## src/rtl/vec_op_sequencer.sv

```systemverilog
// Vector operation sequencer: walks two source vectors in memory element by
// element, combines each pair (add or floor-average) and writes the result
// vector back through a single shared data-memory port, stalling the core
// while it runs.
module vec_op_sequencer (
  input  logic        clk,
  input  logic        reset,
  input  logic        start,
  input  logic [2:0]  funct3,
  input  logic [31:0] src_a_base,
  input  logic [31:0] src_b_base,
  input  logic [31:0] dst_base,
  input  logic [7:0]  len,
  input  logic [31:0] mem_rdata,
  output logic [31:0] mem_addr,
  output logic        mem_we,
  output logic [31:0] mem_wdata,
  output logic        busy,
  output logic        stall,
  output logic        done,
  output logic        err
);

  typedef enum logic [2:0] {
    S_IDLE,
    S_RD_A,
    S_RD_B,
    S_WR,
    S_DONE
  } state_t;

  localparam logic [2:0] F_ADD = 3'b000;
  localparam logic [2:0] F_AVG = 3'b001;

  state_t      state;
  state_t      state_nx;

  logic [2:0]  op_q;
  logic        inv_q;
  logic [31:0] a_base_q;
  logic [31:0] b_base_q;
  logic [31:0] d_base_q;
  logic [7:0]  len_q;
  logic [7:0]  idx_q;
  logic [31:0] opa_q;
  logic [31:0] opb_q;

  logic        op_valid;
  logic [31:0] offset;
  logic [32:0] sum33;
  logic [31:0] result;
  logic        last_elem;

  assign op_valid  = (funct3 == F_ADD) || (funct3 == F_AVG);
  assign offset    = {22'd0, idx_q, 2'b00};
  assign sum33     = {1'b0, opa_q} + {1'b0, opb_q};
  assign result    = (op_q == F_AVG) ? sum33[32:1] : sum33[31:0];
  assign last_elem = (idx_q + 8'd1) == len_q;

  // State register
  always_ff @(posedge clk) begin
    if (reset) state <= S_IDLE;
    else       state <= state_nx;
  end

  // Next-state and memory-port / status outputs
  always_comb begin
    state_nx  = state;
    mem_addr  = '0;
    mem_we    = 1'b0;
    mem_wdata = '0;
    done      = 1'b0;
    err       = 1'b0;
    unique case (state)
      S_IDLE: begin
        if (start) begin
          if (len == 8'd0 || !op_valid) state_nx = S_DONE;
          else                          state_nx = S_RD_A;
        end
      end
      S_RD_A: begin
        mem_addr = a_base_q + offset;
        state_nx = S_RD_B;
      end
      S_RD_B: begin
        mem_addr = b_base_q + offset;
        state_nx = S_WR;
      end
      S_WR: begin
        mem_addr  = d_base_q + offset;
        // A reset arriving in this cycle must suppress the pending write,
        // so the enable is gated combinationally rather than only by state.
        mem_we    = !reset;
        mem_wdata = result;
        state_nx  = last_elem ? S_DONE : S_RD_A;
      end
      S_DONE: begin
        done     = !reset;
        err      = !reset && inv_q;
        state_nx = S_IDLE;
      end
      default: state_nx = S_IDLE;
    endcase
  end

  assign busy  = (state != S_IDLE);
  assign stall = busy;

  // Operation latch, element index and operand capture
  always_ff @(posedge clk) begin
    if (reset) begin
      op_q     <= '0;
      inv_q    <= 1'b0;
      a_base_q <= '0;
      b_base_q <= '0;
      d_base_q <= '0;
      len_q    <= '0;
      idx_q    <= '0;
      opa_q    <= '0;
      opb_q    <= '0;
    end else begin
      unique case (state)
        S_IDLE: begin
          if (start) begin
            op_q     <= funct3;
            inv_q    <= !op_valid;
            a_base_q <= src_a_base;
            b_base_q <= src_b_base;
            d_base_q <= dst_base;
            len_q    <= len;
            idx_q    <= '0;
          end
        end
        S_RD_A:  opa_q <= mem_rdata;
        S_RD_B:  opb_q <= mem_rdata;
        S_WR:    idx_q <= idx_q + 8'd1;
        default: ;
      endcase
    end
  end

endmodule

```

## config.mk

```make
export PLATFORM = sky130hd
export DESIGN_NAME = vec_op_sequencer
export DESIGN_NICKNAME = d
export VERILOG_FILES = /design/src/rtl/vec_op_sequencer.sv
export SDC_FILE = /design/constraint.sdc
export NUM_CORES = 1
export LEC_CHECK = 0
export BUFFER_PORTS_ARGS = -buffer_cell sky130_fd_sc_hd__buf_4
export CAP_MARGIN = 20
export CORE_MARGIN = 1
export CORE_UTILIZATION = 35
export CTS_BUF_LIST = sky130_fd_sc_hd__clkbuf_16
export DETAILED_ROUTE_END_ITERATION = 10
export PLACE_DENSITY = 0.54
export SLEW_MARGIN = 25
export SYNTH_ARGS = -nofsm -noshare
export SYNTH_HDL_FRONTEND = slang
export SYNTH_SLANG_ARGS = --single-unit
```

## constraint.sdc

```tcl
create_clock -name clk -period 8.3 [get_ports clk]
set_input_delay 1.66 -clock clk [delete_from_list [all_inputs] [get_ports clk]]
set_output_delay 1.66 -clock clk [all_outputs]
set_load 0.02 [all_outputs]
```

# Word-level counts from Yosys, hierarchy flattened

Cells that the tools add are included.
Widths: inputs -> output; s select.

Register bits: 183
Input port bits: 142
Logic and storage cells: 47

Add/sub/neg operators: 5
Equal/unequal tests: 8
Mux-type cells: 12
Reduce and logical (&&, ||, !) cells: 12

Operators with widths:

| cell                | number |
|---|---|
| $add 32x10->32      | 3 |
| $pmux 32 s3         | 1 |
| $mux 32             | 2 |
| $add 32x32->33      | 1 |
| $pmux 8 s2          | 1 |
| $pmux 3 s4          | 1 |
| $eq 3x1->1 const B  | 3 |
| $mux 3              | 3 |
| $add 8x1->8 const B | 1 |
| $eq 8x8->1          | 1 |
| $logic_not 8->1     | 1 |
| $mux 8              | 1 |
| $eq 3x2->1 const B  | 2 |
| $logic_not 3->1     | 2 |
| $reduce_and 2->1    | 2 |
| $eq 3x3->1 const B  | 1 |
| $mux 1              | 3 |
| $reduce_bool 3->1   | 1 |
| $logic_not 1->1     | 2 |
| $logic_or 1x1->1    | 2 |
| $ne 2x2->1 const B  | 1 |
| $reduce_bool 2->1   | 1 |
| $logic_and 1x1->1   | 1 |

# Logic depth before layout (Yosys ltp)

Gate-level depths: netlist (run 1).

Depth in word-level cells: 7
Depth in mapped cells: 20
Gate-level depth less buffers: 13

# Worst setup path before layout (run 1)

Ideal clock, no wire load.

Path kind: register -> output
From: reg state[2]
To: out mem_addr[28]
Data arrival time: 4.348 ns
Required time: 6.640 ns
Slack: 2.292 ns
Stages on the path, launching flop included: 20
Buffers on the path: 7
Cells stage by stage: dfxtp_1 nand2b_1 buf_6 buf_8 clkbuf_1 clkbuf_1 clkbuf_1 clkbuf_1 nand2_1 o21ai_0 ha_1 fa_1 nand3_1 a21oi_1 o21ai_0 a21boi_0 o21bai_1 or4_1 clkbuf_1 o31ai_1

Word-level cells in the longest chain between the ends: 2
Elaborated cells between the ends (all ways): 4

Ends and longest elaborated chain:

| what                                     | RTL line | RTL |
|---|---|---|
| start, declared                          | 35       | `state_t state;` |
| start signal, assigned                   | 63       | `else state <= state_nx;` |
| $eq 3x2->1 or $eq 3x1->1 (tied branches) | 74       | `unique case (state)` |
| $pmux 32 s3 *                            | 74       |  |
| end, declared                            | 15       | `output logic [31:0] mem_addr,` |

Every way passes the cells marked *; elsewhere a longest branch is shown, timed or not.

# Final worst setup path (run 1)

From: reg state[2]
To: out mem_addr[30]

Same word-level chain as after synthesis.

==> impl.org, run 1 <==
** Outcome
- The run finished with clean final reports.

** Flow run
- Number of maximum-capacitance constraint violations :: 0

** Power
- The worst-case IR drop observed on VDD is 0.136 mV.
- Leakage Power :: 5.41 nW
- Logic gate share of total power :: 19.0%
- Sequential cells account for 43.5% of the total power.
- Of the total power, the share spent switching nets is 32.6%.
- Internal power consumption :: 1.52 mW
- Power per standard cell area :: 177 nW/um^2
- In this run the power spent charging and discharging nets is 736 uW.
- The clock network burns 37.5% of the power.

** Clock tree
- The clock tree synthesis step divided the H-tree into 4 levels.
- Resize count post-CTS :: 0
- Clock tree synthesis inserted a total of 17 buffers.
- The number of setup buffers added after CTS is 0.
- Number of buffers inserted for hold repair after clock tree synthesis :: 0
- Clock latency on the worst-skew pair, taken at its later pin, is 450 ps.
- Maximum clock path buffer count :: 2
- Clock root buffer :: clkbuf_16
- Clock-pin slew was measured on the worst setup and hold paths at 80 ps.
- Number of clock sinks :: 183
- TritonCTS built the clock tree.

** Hold path
- The worst hold path belongs to the class register to register.

** Final layout
- Layout-stage area growth over the synthesis result :: 23.2%
- The post-route netlist has 18.5% of its cells at a drive strength greater than 1.
- Layout Nets :: 1764
- Excluding fillers, the count of instances in the completed layout stands at 1975.

** Synthesis
- Most area-consuming cells after synthesis :: dfxtp_1 (35%), nand2_1 (15%), a21oi_1 (12%), ha_1 (5.2%), nor2_1 (3.3%)
- Top cells by count, synth :: nand2_1 (427), a21oi_1 (242), dfxtp_1 (183)
- Number of enable-type register cells in the synthesized netlist :: 0
- The most used flip-flop cell after synthesis is dfxtp_1.
- Fraction of synthesized cell area taken by the top area cell type :: 35.3%
- Netlist cell types :: 65
- Number of nets produced by synthesis :: 1623
- Post-synth design cell area :: 10400 sq um
- The most common cell in the synthesized netlist is nand2_1.
- FF+latch count, synth :: 183
- Proportion of synthesized flip-flops having asynchronous set or reset :: 0%
- Library cell with the largest summed area after synthesis :: dfxtp_1
- Post-Synthesis Mean Instance Area :: 7.22 sq um
- Total number of yosys warnings :: 0
- The cell count after synthesis came out at 1436.
- Post-synthesis sequential area ratio :: 35.3%

** Timing
- Worst slew slack as a fraction of its limit :: 31.9%
- Largest clock skew in the final design :: 15.1 ps
- Of the available clock period, the critical path in the final layout requires 77.8%.
- Setup repair after global routing missed its margin :: false
- The number of hold violations in the final report is 0.
- Hold timing on the final database bottoms out at a slack of 455 ps.
- Post-Route Setup TNS :: 0 ps
- Highest clock frequency the design can meet :: 0.155 GHz
- Setup violations remaining at the end of the flow were counted as 0.
- At the pin with the least slew margin, the transition time is 1020 ps.
- Shortest clock period the worst path allows after layout :: 6460 ps
- Number of max-slew violations in the final report :: 0

** Floorplanning
- Initial Util :: 35.8%
- The die covers 30300 sq um.
- Core region area :: 28900 sq um
- The die is 174 um wide.
- Die boundary height :: 174 um
- Pin placement for this block handled 211 I/O pins.
- Number of standard-cell rows in the floorplan :: 62

** Global routing
- Overall fraction of global-route tracks in use :: 20.5%
- Entering global routing, the biggest net connects 94 pins.
- The number of global-route vias before repair was 9402.
- Final global-route overflow total :: 0
- The first global-routing pass estimated 49800 um of wire.
- Number of antenna violations at the first check in global routing :: 4

** Worst setup path
- Crit path buf inv count :: 2
- CP Data Required Time :: 6640 ps
- Traced cell by cell, the critical path runs through nand2b_2 -> buf_4 -> nand2_1 -> o21ai_0 -> ha_1 -> fa_1 -> nand3_1 -> a21oi_1 -> o21ai_0 -> a21boi_0 -> o21bai_1 -> or4_1 -> o31ai_1 -> buf_4.
- Critical path type :: register to primary output
- Biggest fanout along the worst timing path :: 31
- CP max stage delay :: 700 ps
- The cell family contributing the most delay on the critical path is simple AND/OR/NAND/NOR gates.
- CP Launch Type :: register
- Max stage delay cell, worst path :: or4_1
- Crit. End Element :: primary output
- Data arrives at the worst endpoint at 4800 ps.

** Detailed routing
- The first TritonRoute pass finished after 5 iterations.
- After detailed routing, the number of remaining DRC violations is 0.
- Dividing the detail-routed wire length by the instance count gives 16.0 um.
- Antenna violation net count after detailed routing :: 0
- In this run, the number of DRC markers left after iteration 0 of detailed routing was 578.
- Using the TritonRoute via totals, the vias-per-cell ratio works out to 5.13.
- Final wirelength :: 31500 um
- For this block, the via count after detailed routing is 10100.

** Placed design
- Detailed placement finished with a half-perimeter wire length of 22400 um.
- PortBufs :: 210
- Global placement routability congestion :: 0.854
- DP Cell Count :: 1942
[power groups by stage]
| stage | clock (mW) | sequential [mW] | combinational, mW |
|---|---|---|---|
| after global routing | 0.903 | 0.992 | 0.481 |
| after detailed placement | 0 | 1.00 | 0.432 |
| final | 0.848 | 0.983 | 0.430 |
| after CTS | 0.868 | 0.984 | 0.434 |
| after global placement | 0 | 1.00 | 0.428 |
| after floorplan | 0 | 0.988 | 0.296 |
[worst min-delay path: stages (launching register included)]
cell     delay [ps]
dfxtp_1         310
nand2_1          50
a21oi_1          50
[cell type report]
cell class	instances	area, sq um
clock buffers	17	425
well taps	384	480
diodes	1	2.50
clock inverters	15	194
inverters	12	45.0
fillers	2983	16200
multi-input cells	1143	6300
repair buffers	220	1660
flip-flops and latches	183	3660
[cell families after synthesis]
logic type	after synthesis	share of synthesized area (%)
compound gates	366	19.9
xor+xnor	50	4.22
fa+ha+maj	45	5.58
buf+inv	110	4.24
flops	183	35.3
mux	48	4.82
simple gates	634	25.9
[layout by cell type (no fill, tap or decap), drive strengths merged, types with 12 or more instances in the layout]
cell / n
a21o: 27
a21oi: 242
a31oi: 12
buf: 220
clkbuf: 17
dfxtp: 183
ha: 43
inv: 20
mux2: 15
mux2i: 33
nand2: 427
nand3: 23
nor2: 92
nor3: 17
o21ai: 38
xnor2: 27
xor2: 23
[flip-flops by register name, indices dropped and copies added, names as in the netlist]
register  count
idx_q         8
state         3
a_base_q     32
inv_q         1
d_base_q     32
opa_q        32
b_base_q     32
len_q         8
opb_q        32
op_q          3
[per-layer routing]
metal / up-vias / global-route usage [%] / wire, um
met5: - / 0 / 48
met4: 6 / 6.54 / 622
met3: 40 / 4.72 / 1650
met2: 247 / 31.3 / 13900
met1: 4674 / 28.3 / 15300
li1: 5168 / - / -
[per-stage QoR]
| stage | setup WS, ps | power [mW] | cell area [sq um] | utilization (%) |
|---|---|---|---|---|
| 6_report | 1840 | 2.26 | 12800 | 44.1 |
| 3_3_place_gp | 2370 | 1.43 | 12100 | 42.0 |
| 2_1_floorplan | 2290 | 1.28 | 10400 | - |
| 3_5_place_dp | 2330 | 1.44 | 12100 | 42.0 |
| 4_1_cts | 1810 | 2.29 | 12800 | 44.1 |
| 5_1_grt | 1400 | 2.38 | 12800 | 44.1 |
[path summary, 6_finish.rpt]
kind         slack, ps  cells after the start            to        start
min reg2reg        460                      2   b_base_q[6]  b_base_q[6]
min                460                      2   b_base_q[6]  b_base_q[6]
max reg2reg       5750                      5      opb_q[4]     state[2]
max               1840                     14  mem_addr[30]     state[2]
(Power assumes the default switching activity.)
==> inputs of run 2 (changes only) <==
--- a/config.mk
+++ b/config.mk
@@ -5,13 +5,14 @@
 export SDC_FILE = /design/constraint.sdc
 export NUM_CORES = 1
 export LEC_CHECK = 0
+export ABC_AREA = 1
 export BUFFER_PORTS_ARGS = -buffer_cell sky130_fd_sc_hd__buf_4
 export CAP_MARGIN = 20
 export CORE_MARGIN = 1
 export CORE_UTILIZATION = 35
 export CTS_BUF_LIST = sky130_fd_sc_hd__clkbuf_16
 export DETAILED_ROUTE_END_ITERATION = 10
-export PLACE_DENSITY = 0.54
+export PLACE_DENSITY = 0.56
 export SLEW_MARGIN = 25
 export SYNTH_ARGS = -nofsm -noshare
 export SYNTH_HDL_FRONTEND = slang
==> constraint.sdc (replaced) <==
create_clock -name clk -period 5.6 [get_ports clk]
set_input_delay 1.12 -clock clk [delete_from_list [all_inputs] [get_ports clk]]
set_output_delay 1.12 -clock clk [all_outputs]
set_load 0.02 [all_outputs]
==> run 2 against run 1 <==
Compared with the run above: synthesized cell count grew 28%; clock power grew 51%; register-to-register slack lost 2800 ps; sequential cell count is the same; sequential share of layout area shrank 1.9 points; routed wire length grew 16%; highest routed layer is now met4.
==> impl.org, run 2 <==
** Detailed routing
- Initial drt markers :: 803 (was 578)
- The number of routed nets with antenna violations came to 0 (unchanged).
- Drt wl/cell :: 15.1 um (was 16.0 um)
- Total DRC errors in the routed layout :: 0 (unchanged)
- The final wirelength came to 36400 um (was 31500 um).
- The via count of the routed design was 11800 (was 10100).
- Vias per inst :: 4.92 (was 5.13)
- First-pass iteration count of the detailed router :: 5 (unchanged)

** Clock tree
- The total of cells resized after clock tree synthesis is 0 (unchanged).
- Setup Buffers After CTS :: 0 (unchanged)
- Number of buffers inserted for hold repair after clock tree synthesis :: 0 (unchanged)
- The clock-pin slew on the worst setup and hold paths was 80 ps (about the same).
- The number of clock sinks came to 183 (unchanged).
- The total clock buffers created by CTS came to 17 (unchanged).
- Htree depth :: 4 (unchanged)
- The CTS tree is built (unchanged).
- Clock latency of the later-clocked register in the worst-skew pair :: 440 ps (was 450 ps)
- The root cell of the clock tree was clkbuf_16 (unchanged).
- Maximum clock path buffer count :: 2 (unchanged)

** Floorplanning
- Die boundary height :: 180 um (was 174 um)
- The number of core rows is 64 (was 62).
- Number of ports placed on the die boundary :: 211 (unchanged)
- The core outline area is 31000 sq um (was 28900 sq um).
- Width of the die :: 180 um (was 174 um)
- The die outline area was 32600 sq um (was 30300 sq um).
- The starting utilization of the core area is 36.0% (was 35.8%).

** Placed design
- PortBufs :: 210 (unchanged)
- The pre-CTS worst setup slack came to 957 ps (was 2330 ps).
- Dpl hpwl :: 27600 um (was 22400 um)
- The post-detailed-placement cell area was 13000 sq um (was 12100 sq um).
- The final weighted congestion in routability-driven placement came to 0.934 (was 0.854).

** Worst setup path
- Most used cell, CP :: nand2_1
- CP Data Required Time :: 4480 ps (was 6640 ps)
- Crit. End Element :: primary output (unchanged)
- CP max stage delay :: 590 ps (was 700 ps)
- Destination of the worst register-to-register timing path :: b_base_q[28] (was opb_q[4])
- The arrival time at the worst endpoint came to 3920 ps (was 4800 ps).
- CP Launch Type :: register (unchanged)
- The number of cells on the worst reg-to-reg path was 8 (was 5).
- The slowest library cell on the worst path was nand3_1 (was or4_1).
- Register-to-register setup slack :: 2970 ps (was 5750 ps)
- Series of cell instances along the critical path :: inv_2 -> nand3_1 -> o22ai_1 -> a21oi_1 -> ha_1 -> a21oi_1 -> nand2_1 -> nand2_1 -> nand2_1 -> nand3_1 -> nand2_1 -> nand2_1 -> o21ai_0 -> a21oi_1 -> buf_4 (was nand2b_2 -> buf_4 -> nand2_1 -> o21ai_0 -> ha_1 -> fa_1 -> nand3_1 -> a21oi_1 -> o21ai_0 -> a21boi_0 -> o21bai_1 -> or4_1 -> o31ai_1 -> buf_4)
- Biggest fanout along the worst timing path :: 17 (was 31)
- Start of the worst register-to-register path :: state[1] (was state[2])
- Critical path type :: register to primary output (unchanged)

** Final layout
- Layout cell share with drive strength beyond 1 :: 13.3% (was 18.5%)
- Leading cell type in the layout, fill and taps excluded :: nand2_1 (unchanged)
- Layout Nets :: 2184 (was 1764)
- Highest-count cells in the layout ignoring fill and taps :: nand2_1 (440), nor2_1 (317), inv_1 (226) (was nand2_1 (426), a21oi_1 (242), buf_4 (219))
- Area of all sequential standard cells :: 3660 sq um (about the same)
- The area added between synthesis and finish is 22.5% (was 23.2%).
- Area of all placed cells without fillers :: 13600 sq um (was 12800 sq um)
- Area of the multi-input gates :: 6330 sq um (was 6300 sq um)
- Count of fill cells added during filler insertion :: 3334 (was 2983)

** Global routing
- Vias in the first global route :: 11200 (was 9402)
- The maximum number of pins on one net before global-route repair is 105 (was 94).
- The first-pass GRT wire length was 58900 um (was 49800 um).
- The total routing usage reported by global routing is 22.6% (was 20.5%).
- The initial antenna violation count is 1 (was 4).
- The final global-route overflow total is 0 (unchanged).

** Timing
- The final setup slack of the worst path came to 565 ps (was 1840 ps).
- Final critical-path share of the clock period :: 89.9%
- The final setup skew was 12.6 ps (was 15.1 ps).
- Highest clock frequency the design can meet :: 0.199 GHz
- The aggregate negative setup slack is 0 ps (unchanged).
- Worst Max-Slew Pin Slew :: 1010 ps (was 1020 ps)
- Setup repair after global routing missed its margin: false (unchanged).
- Shortest clock period the worst path allows after layout :: 5040 ps
- Fin. Hold Viols :: 0 (unchanged)
- The final max-slew violation count was 0 (unchanged).
- The final-report setup violation count was 0 (unchanged).
- The remaining max-slew budget at the tightest pin is 32.2% (was 31.9%).

** Synthesis
- Most frequent cell after synthesis :: nand2_1 (unchanged)
- Fraction of synthesized cell area taken by the top area cell type :: 32.9% (was 35.3%)
- Number of nets produced by synthesis :: 2025 (was 1623)
- Most area-consuming cells after synthesis: dfxtp_1 (33%), nand2_1 (15%), nor2_1 (11%), o21ai_0 (8.1%), a21oi_1 (7.7%) (was dfxtp_1 (35%), nand2_1 (15%), a21oi_1 (12%), ha_1 (5.2%), nor2_1 (3.3%)).
- Top cells by count, synth :: nand2_1 (441), nor2_1 (319), inv_1 (227) (was nand2_1 (427), a21oi_1 (242), dfxtp_1 (183))
- The synthesized area divided by synthesized cell count came to 6.06 sq um (was 7.22 sq um).
- Proportion of synthesized flip-flops having asynchronous set or reset :: 0% (unchanged)
- The netlist area before placement is 11100 sq um (was 10400 sq um).
- Netlist cell types :: 34 (was 65)
- Synthesized netlist cell count :: 1838 (was 1436)
- The total number of yosys warnings was 0 (unchanged).
- The commonest register cell after synthesis is dfxtp_1 (unchanged).
- The count of flip-flops with a built-in enable after synthesis was 0 (unchanged).
- The flop and latch count out of synthesis came to 183 (unchanged).
- Library cell with the largest summed area after synthesis :: dfxtp_1 (unchanged)
- The register area share after synthesis is 32.9% (was 35.3%).

** Power
- Largest vdd supply drop :: 0.222 mV (was 0.136 mV)
- Power per standard cell area :: 248 nW/um^2 (was 177 nW/um^2)
- Leakage Power :: 6.76 nW (was 5.41 nW)

** Hold path
- The path class of the lowest-slack min-delay path is register to register (unchanged).
- Number of cells on the worst hold path :: 2 (unchanged)
- The launch point of the worst hold path was b_base_q[27] (was b_base_q[6]).
- The worst hold endpoint is b_base_q[27] (was b_base_q[6]).

** Outcome
- Run status: completed (unchanged).

** Flow run
- The count of maximum capacitance violations came to 0 (unchanged).
run 2: cell types whose count changed after synthesis, sizes merged, moves of 26 or more:
cell   previous run  this run
nor2             92       323
nand3            23       108
inv              12       228
a21o             27         0
a21oi           242       172
mux2i            33         0
o21ai            38       181
xnor2            27         1
run 2: worst max-delay path, delay by kind of cell (launching register included):
kind / cells / cell delay, ps
simple gates: 7 / 1370
fa+ha+maj: 1 / 360
flops: 1 / 410
buf+inv: 2 / 330
compound gates: 5 / 980
run 2: per-layer routing:
layer,global-route usage (%),routed length (um)
met5,0,0
met4,6.26,590
met3,3.19,1550
met2,37.1,16700
met1,30.7,17600
run 2: worst max path at each step:
stage               startpoint  slack (ps)           end  cells after the start
detailed placement    state[1]         960  mem_addr[15]                     15
CTS                   state[1]         420  mem_addr[15]                     15
global placement      state[1]        1150  mem_addr[24]                     17
finish                state[2]         560  mem_addr[15]                     15
floorplan             state[2]        1640  mem_addr[20]                     17
global route          state[2]         310  mem_addr[15]                     15
run 2: cells by family after synthesis:
family                     after synthesis  synth area share, %
AOI/OAI and AO/OA                      378                 17.5
xor gates and xnor gates                17                 1.34
adders and majority gates               45                 5.19
buffers and inverters                  311                 10.7
DFF                                    183                 32.9
and+or+nand+nor                        904                 32.5
run 2: cell type report:
class	instances	share of cell area [%]
Clock buffer	17	3.12
Inverter	229	6.31
Antenna cell	1	0.0183
Multi-Input combinational cell	1344	46.3
Tap cell	396	3.63
Sequential cell	183	26.8
Timing Repair Buffer	222	12.2
Clock inverter	15	1.53
run 2: where the power goes:
part	switching, mW	total (mW)	internal (mW)	leakage (nW)
clock network	0.591	1.28	0.685	0.305
registers	0.0437	1.45	1.41	1.50
logic	0.424	0.661	0.237	4.95
total	1.06	3.39	2.33	6.76
run 2: stage by stage:
step | utilization [%] | hold slack, ps | total power, mW | cells
detailed placement | 42.0 | 445 | 2.14 | 2374
global route | 44.0 | 474 | 3.57 | 2407
CTS | 44.0 | 457 | 3.42 | 2406
floorplan | - | 429 | 1.90 | 1838
finish | 44.0 | 455 | 3.39 | 2407
global placement | 42.0 | 440 | 2.14 | 2374
